File: config.mk
export PLATFORM = sky130hd
export DESIGN_NAME = vita49_timestamp_flat
export DESIGN_NICKNAME = d
export VERILOG_FILES = /design/src/rtl/vita49_timestamp_if.sv /design/src/rtl/vita49_timestamp.sv /design/src/flat_wrapper.sv
export SDC_FILE = /design/constraint.sdc
export NUM_CORES = 1
export LEC_CHECK = 0
export CAP_MARGIN = 20
export CORE_MARGIN = 8
export CORE_UTILIZATION = 52
export DETAILED_ROUTE_END_ITERATION = 7
export HOLD_SLACK_MARGIN = 0.15
export PLACE_DENSITY = 0.8
export RECOVER_POWER = 100
export SYNTH_ARGS = -nofsm -noshare
export SYNTH_HDL_FRONTEND = slang
export SYNTH_SLANG_ARGS = --single-unit
File: constraint.sdc
create_clock -name axis_clk -period 2.99 [get_ports axis_clk]
set_clock_uncertainty 0.05 [all_clocks]
set_input_delay 0.897 -clock axis_clk [delete_from_list [all_inputs] [get_ports axis_clk]]
set_output_delay 0.897 -clock axis_clk [all_outputs]
set_load 0.02 [all_outputs]
File: src/rtl/vita49_timestamp_if.sv
// rtl/vita49_timestamp_if.sv - TSI load request and timestamp/lock status bundle
interface vita49_timestamp_if #(
   parameter int TSI_WIDTH = 32,
   parameter int TSF_WIDTH = 64
);
   logic                 tsi_load_valid;
   logic [TSI_WIDTH-1:0] tsi_load_data;
   logic [TSI_WIDTH-1:0] tsi;
   logic [TSF_WIDTH-1:0] tsf;
   logic                 ts_valid;
   logic                 pps_locked;
   logic                 pps_pulse;
   logic                 pps_missed;
   logic                 load_pending;

   modport master (
      input  tsi_load_valid, tsi_load_data,
      output tsi, tsf, ts_valid, pps_locked, pps_pulse, pps_missed, load_pending
   );

   modport slave (
      output tsi_load_valid, tsi_load_data,
      input  tsi, tsf, ts_valid, pps_locked, pps_pulse, pps_missed, load_pending
   );
endinterface

File: src/rtl/vita49_timestamp.sv
// rtl/vita49_timestamp.sv - PPS-disciplined TSI/TSF timestamp generator with lock tracking
module vita49_timestamp #(
   parameter int TSI_WIDTH   = 32,
   parameter int TSF_WIDTH   = 64,
   parameter int SYNC_STAGES = 2,
   parameter int PPS_TIMEOUT = 150
) (
   input  logic               axis_clk,
   input  logic               axis_aresetn,
   input  logic               pps_in,
   input  logic               samp_en,
   vita49_timestamp_if.master ts
);
   localparam int CNT_W = $clog2(PPS_TIMEOUT + 1);
   localparam logic [CNT_W-1:0] CNT_MAX  = CNT_W'(PPS_TIMEOUT);
   localparam logic [CNT_W-1:0] CNT_LAST = CNT_W'(PPS_TIMEOUT - 1);

   typedef enum logic [1:0] {
      ST_UNLOCKED,
      ST_ACQUIRE,
      ST_LOCKED,
      ST_HOLDOVER
   } state_t;

   state_t               state_q, state_d;
   logic [SYNC_STAGES-1:0] sync_q;
   logic                 hist_q;
   logic                 pps_edge;
   logic                 timeout;
   logic                 missed_d;
   logic [CNT_W-1:0]     period_q;
   logic [TSI_WIDTH-1:0] tsi_q, pend_q;
   logic [TSF_WIDTH-1:0] tsf_q;
   logic                 pending_q, pulse_q, missed_q;

   assign pps_edge = sync_q[SYNC_STAGES-1] & ~hist_q;
   // Fires only on the cycle the saturating counter first reaches the limit.
   assign timeout  = !pps_edge && (period_q == CNT_LAST);

   always_ff @(posedge axis_clk) begin
      if (!axis_aresetn) begin
         sync_q    <= '0;
         hist_q    <= 1'b0;
         pulse_q   <= 1'b0;
         missed_q  <= 1'b0;
         period_q  <= '0;
         state_q   <= ST_UNLOCKED;
      end else begin
         sync_q    <= {sync_q[SYNC_STAGES-2:0], pps_in};
         hist_q    <= sync_q[SYNC_STAGES-1];
         pulse_q   <= pps_edge;
         missed_q  <= missed_d;
         state_q   <= state_d;
         if (pps_edge)
            period_q <= '0;
         else if (period_q != CNT_MAX)
            period_q <= period_q + CNT_W'(1);
      end
   end

   always_ff @(posedge axis_clk) begin
      if (!axis_aresetn) begin
         tsi_q     <= '0;
         tsf_q     <= '0;
         pend_q    <= '0;
         pending_q <= 1'b0;
      end else begin
         if (pps_edge) begin
            tsi_q <= pending_q ? pend_q : tsi_q + TSI_WIDTH'(1);
            tsf_q <= '0;
         end else if (samp_en) begin
            tsf_q <= tsf_q + TSF_WIDTH'(1);
         end
         // A load coinciding with PPS arms for the following second.
         if (ts.tsi_load_valid) begin
            pend_q    <= ts.tsi_load_data;
            pending_q <= 1'b1;
         end else if (pps_edge) begin
            pending_q <= 1'b0;
         end
      end
   end

   always_comb begin
      state_d  = state_q;
      missed_d = 1'b0;
      case (state_q)
         ST_UNLOCKED: begin
            if (pps_edge) state_d = ST_ACQUIRE;
         end
         ST_ACQUIRE: begin
            if (pps_edge) begin
               state_d = ST_LOCKED;
            end else if (timeout) begin
               state_d  = ST_UNLOCKED;
               missed_d = 1'b1;
            end
         end
         ST_LOCKED: begin
            if (timeout) begin
               state_d  = ST_HOLDOVER;
               missed_d = 1'b1;
            end
         end
         ST_HOLDOVER: begin
            if (pps_edge) state_d = ST_LOCKED;
         end
         default: state_d = ST_UNLOCKED;
      endcase
   end

   assign ts.tsi          = tsi_q;
   assign ts.tsf          = tsf_q;
   assign ts.load_pending = pending_q;
   assign ts.pps_pulse    = pulse_q;
   assign ts.pps_missed   = missed_q;
   assign ts.pps_locked   = (state_q == ST_LOCKED);
   assign ts.ts_valid     = (state_q == ST_LOCKED) || (state_q == ST_HOLDOVER);
endmodule

File: src/flat_wrapper.sv
// flat-port wrapper written by rule: the top's interface ports become plain ports
module vita49_timestamp_flat 
#(
   parameter int TSI_WIDTH   = 32,
   parameter int TSF_WIDTH   = 64,
   parameter int SYNC_STAGES = 2,
   parameter int PPS_TIMEOUT = 150
)
  (axis_clk, axis_aresetn, pps_in, samp_en, ts_tsi_load_valid, ts_tsi_load_data, ts_tsi, ts_tsf, ts_ts_valid, ts_pps_locked, ts_pps_pulse, ts_pps_missed, ts_load_pending);
  vita49_timestamp_if #(.TSI_WIDTH(TSI_WIDTH), .TSF_WIDTH(TSF_WIDTH)) ts_i ();
  input  logic axis_clk;
  input  logic axis_aresetn;
  input  logic pps_in;
  input  logic samp_en;
  input wire logic [$bits(ts_i.tsi_load_valid)-1:0] ts_tsi_load_valid;
  input wire logic [$bits(ts_i.tsi_load_data)-1:0] ts_tsi_load_data;
  output wire logic [$bits(ts_i.tsi)-1:0] ts_tsi;
  output wire logic [$bits(ts_i.tsf)-1:0] ts_tsf;
  output wire logic [$bits(ts_i.ts_valid)-1:0] ts_ts_valid;
  output wire logic [$bits(ts_i.pps_locked)-1:0] ts_pps_locked;
  output wire logic [$bits(ts_i.pps_pulse)-1:0] ts_pps_pulse;
  output wire logic [$bits(ts_i.pps_missed)-1:0] ts_pps_missed;
  output wire logic [$bits(ts_i.load_pending)-1:0] ts_load_pending;
  assign ts_i.tsi_load_valid = ts_tsi_load_valid;
  assign ts_i.tsi_load_data = ts_tsi_load_data;
  assign ts_tsi = ts_i.tsi;
  assign ts_tsf = ts_i.tsf;
  assign ts_ts_valid = ts_i.ts_valid;
  assign ts_pps_locked = ts_i.pps_locked;
  assign ts_pps_pulse = ts_i.pps_pulse;
  assign ts_pps_missed = ts_i.pps_missed;
  assign ts_load_pending = ts_i.load_pending;
  vita49_timestamp #(.TSI_WIDTH(TSI_WIDTH), .TSF_WIDTH(TSF_WIDTH), .SYNC_STAGES(SYNC_STAGES), .PPS_TIMEOUT(PPS_TIMEOUT)) u_core (.axis_clk(axis_clk), .axis_aresetn(axis_aresetn), .pps_in(pps_in), .samp_en(samp_en), .ts(ts_i));
endmodule
### After elaboration in Yosys (flattened, before gate mapping)

Cells that the tools add are included.

* add/sub/neg operators: 3
* equality and inequality tests: 9
* muxes and demuxes: 12
* bitwise logic cells: 3
* reductions and logical operators: 7

Operators with widths (count)
* $add 64x1->64 const B: 1
* $add 32x1->32 const B: 1
* $mux 32: 1
* $mux 2: 5
* $add 8x1->8 const B: 1
* $eq 8x8->1 const B: 1
* $ne 8x8->1 const B: 1
* $pmux 2 s4: 1
* $ne 2x1->1 const B: 3
* $eq 2x2->1 const B: 2
* $mux 1: 4
* $reduce_and 4->1: 1
* $ne 3x1->1 const B: 1
* $eq 2x1->1 const B: 1
* $logic_not 2->1: 1
* $not 1->1: 2
* $pmux 1 s2: 1
* $reduce_bool 2->1: 1
* $reduce_or 2->1: 1
* $and 1x1->1: 1
* $logic_and 1x1->1: 1
* $logic_not 1->1: 1
* $logic_or 1x1->1: 1

* output and inout bits: 101
* register bits after elaboration: 144
* logic and storage cells: 44
* input bits: 37

### Longest topological paths before layout

Gate-level depths: netlist of run 1.

* depth after elaboration: 7
* mapped depth: 8
* gate-level depth less buffers: 7

### Worst setup path before layout of run 1

No wires, ideal clock.

* kind: input to register
* from: input port samp_en
* to: register u_core.tsf_q[56], in the netlist u_core.ts.tsf[56]
* setup time: 70 ps
* slack: 544 ps
* arrival time: 2326 ps
* stages on the path: 6
* path buffers: 1
* data required time: 2870 ps
* cells stage by stage: and4_1 -> and4_1 -> clkbuf_8 -> nand4_1 -> or4b_1 -> a21oi_1

RTL lines
* start, declared: line flat_wrapper.sv:14 `input logic samp_en;`
* end signal, assigned: line vita49_timestamp.sv:72 `tsf_q <= tsf_q + TSF_WIDTH'(1);`
* end, declared: line vita49_timestamp.sv:33 `logic [TSF_WIDTH-1:0] tsf_q;`

==> flow_summary.json, run 1 <==
{
  "status": "completed",
  "cts-hold-fix-buffers": 0,
  "cts_max_path_buffers": 2,
  "cts-root-buf": "clkbuf_16",
  "grt_pass1_wl_mm": 31.64,
  "die_w_um": 131.5,
  "avgSynthCellArea_sq_um": 8.567,
  "ys_seq_area_share_pct": 41.54,
  "nets": 997,
  "p_per_area_nw_per_um2": 493.1,
  "r2r_start": "u_core.ts.tsi[6]",
  "worstPathArrival_ns": 3.08,
  "first_global_vias": 6399,
  "finish.instance_area_sq_um": 9066,
  "gp_congestion": 0.8525,
  "dp_hpwl_mm": 13.46,
  "multiInputGateArea_sq_um": 3809,
  "die_h_um": 131.5,
  "drive_gt1_share_pct": 6.646,
  "placementRows": 42,
  "firstDrtPassIters": 5,
  "fin_crit_sh_pct": 93.24,
  "yosysMostFrequentCell": "dfxtp_1",
  "wl_per_cell_um": 16.78,
  "endpoint": "u_core.ts.tsf[61]",
  "antenna_left": 0,
  "cts-buffers-inserted": 17,
  "crit_path_start": "samp_en",
  "n_antenna_cell": 0,
  "grt_use_total_pct": 21.58,
  "crit_path_start_kind": "input port",
  "crit_type": "input port to flip-flop",
  "async_flop_share_pct": 0,
  "yosysTopAreaCell": "dfxtp_1",
  "rsz0062_at_grt": "false",
  "fmax_ghz": 0.3587,
  "coreArea_sq_um": 13140,
  "drc_errors": 0,
  "antenna_found_initial": 0,
  "timing.rr.end": "u_core.ts.tsi[31]",
  "hold_violations": 0,
  "ff_latch_area_sq_um": 2883,
  "final-setup-viol-count": 0,
  "ys_top_cells_by_area": "dfxtp_1, mux2i_1, nor2_1",
  "total_power_uw": 4470,
  "reg2regPathDepth": 6,
  "synth_ff_type": "dfxtp_1",
  "synth-edff-count": 0,
  "dieArea_sq_um": 17300,
  "io_buffers": 137,
  "crit_path_end_kind": "flip-flop",
  "syn2layout_area_growth_pct": 30.65,
  "max_stage_delay_ns": 0.56,
  "start_util_pct": 52.82,
  "cap_violations": 0,
  "path_clk_slew_ns": 0.06,
  "p_leak_uw": 0.003525,
  "cp_max_fo": 12,
  "place_area_sq_um": 8583,
  "clk_latency_ns": 0.42,
  "yosysTopAreaCellShare_pct": 41.54,
  "slowest_stage": "dlygate4sd3_1",
  "slew-limit-headroom_pct": 6.244,
  "ys_seq_elements": 144,
  "htreeDepth": 4,
  "fin_util_pct": 69.01,
  "synthCells": 810,
  "synth_commonest_cells": "dfxtp_1, nor2_1, mux2i_1",
  "grt_max_degree": 56,
  "synth_warnings": 0,
  "required_ns": 3.28,
  "synth.cell_area_sq_um": 6939,
  "ios": 138,
  "cts_sinks": 144,
  "drtIter0Drc": 608,
  "reg2reg_slack_ns": 0.36,
  "finalWirelength_mm": 19.11,
  "tightest_slew_ns": 1.403,
  "grt_overflow": 0,
  "synthesis.nets": 856,
  "cts_tree": "done",
  "cp_cell_sequence": "dlygate4sd3_1 > and4_1 > and3_1 > nand3_1 > clkbuf_1 > or4_1 > a21oi_1",
  "viasPerCell": 5.912,
  "synth.distinct_cells": 55,
  "hold_path_class": "flip-flop to flip-flop",
  "route.vias.total": 6734,
  "tns_ns": 0,
  "slew_violations": 0,
  "vdd_drop_max_uv": 366.7,
  "nFillCells": 1069,
  "finalCriticalPeriod_ns": 2.788
}
-- power breakdown --
part	switching [uW]	internal, uW
clock network	765	1260
logic	231	184
registers	53.9	1980
-- metrics by stage --
step	worst slack (ns)	hold slack [ns]	instances
after global placement	0.008414	0.3683	1108
after detailed placement	-0.05160	0.3692	1108
after floorplan	0.5440	0.3619	810
after global routing	0.1043	0.4119	1139
final	0.2022	0.3814	1139
after CTS	0.03259	0.3810	1139
-- logic make-up after synthesis --
family | after synthesis | share of synthesized area, %
fa+ha+maj | 9 | 1.623
buf+inv | 59 | 3.570
compound gates | 150 | 13.94
simple gates | 361 | 27.42
xor+xnor | 36 | 4.544
mux | 51 | 7.357
flops | 144 | 41.54
-- cells in the final DEF (no fill, tap or decap), drive strengths merged, types with 15 or more instances in the layout --
master         instances
dfxtp                144
dlygate4sd3          102
nor2                 101
mux2i                 51
a21oi                 50
nand4                 48
nand2                 47
nand3                 47
clkbuf                34
clkdlybuf4s50         33
o21ai                 26
xor2                  24
or3                   23
inv                   18
buf                   18
nor4                  17
a22oi                 15
or4                   15
-- flip-flops by register name, indices dropped and copies added, names as in the netlist --
register / count
u_core.hist_q: 1
u_core.pend_q: 32
u_core.period_q: 8
u_core.state_q: 2
u_core.sync_q: 2
u_core.ts.load_pending: 1
u_core.ts.pps_missed: 1
u_core.ts.pps_pulse: 1
u_core.ts.tsf: 64
u_core.ts.tsi: 32
-- per-layer routing --
metal	share of wire, %	GRT usage (%)	routed length, um	vias to the layer above
met5	0	0	0	-
met4	2.2	8.807	411	0
met3	6.1	4.992	1172	38
met2	48	35.99	9085	220
met1	44	26.29	8444	3182
li1	-	-	-	3294
-- what timing repair did --
| item | CTS | global route |
|---|---|---|
| gates resized for setup | 0 | 1 |
| endpoints found under the setup margin | 0 | 1 |
| buffers inserted | 0 | 0 |
-- cell type report --
cell class / instances / share of cell area (%)
Timing Repair Buffer: 163 / 16.88
Multi-Input combinational cell: 607 / 42.01
Inverter: 18 / 0.7452
Clock buffer: 24 / 5.203
Clock inverter: 7 / 0.9384
Tap cell: 176 / 2.429
Sequential cell: 144 / 31.80
-- how the worst min path moves through the flow --
stage | endpoint | start | slack (ns) | cells past startpoint
2_1_floorplan | u_core.sync_q[1] | u_core.sync_q[0] | 0.36 | 1
3_3_place_gp | u_core.sync_q[1] | u_core.sync_q[0] | 0.37 | 1
3_5_place_dp | u_core.sync_q[1] | u_core.sync_q[0] | 0.37 | 1
4_1_cts | u_core.sync_q[1] | u_core.sync_q[0] | 0.38 | 1
5_1_grt | u_core.sync_q[1] | u_core.sync_q[0] | 0.41 | 1
6_report | u_core.sync_q[1] | u_core.sync_q[0] | 0.38 | 1
-- worst max-delay path, delay by kind of cell --
kind	cells	cell delay, ns
and+or+nand+nor	4	1.19
AOI/OAI and AO/OA	1	0.15
buffers and inverters	2	0.84
Power figures use the tool's default switching activity.
==> inputs of run 2 (changes only) <==
--- a/config.mk
+++ b/config.mk
@@ -12,6 +12,7 @@
 export HOLD_SLACK_MARGIN = 0.15
 export PLACE_DENSITY = 0.8
 export RECOVER_POWER = 100
+export SKIP_LAST_GASP = 1
 export SYNTH_ARGS = -nofsm -noshare
 export SYNTH_HDL_FRONTEND = slang
 export SYNTH_SLANG_ARGS = --single-unit
==> results of run 2 <==
The final DEF is identical to that of run 1; final timing and power are the same.
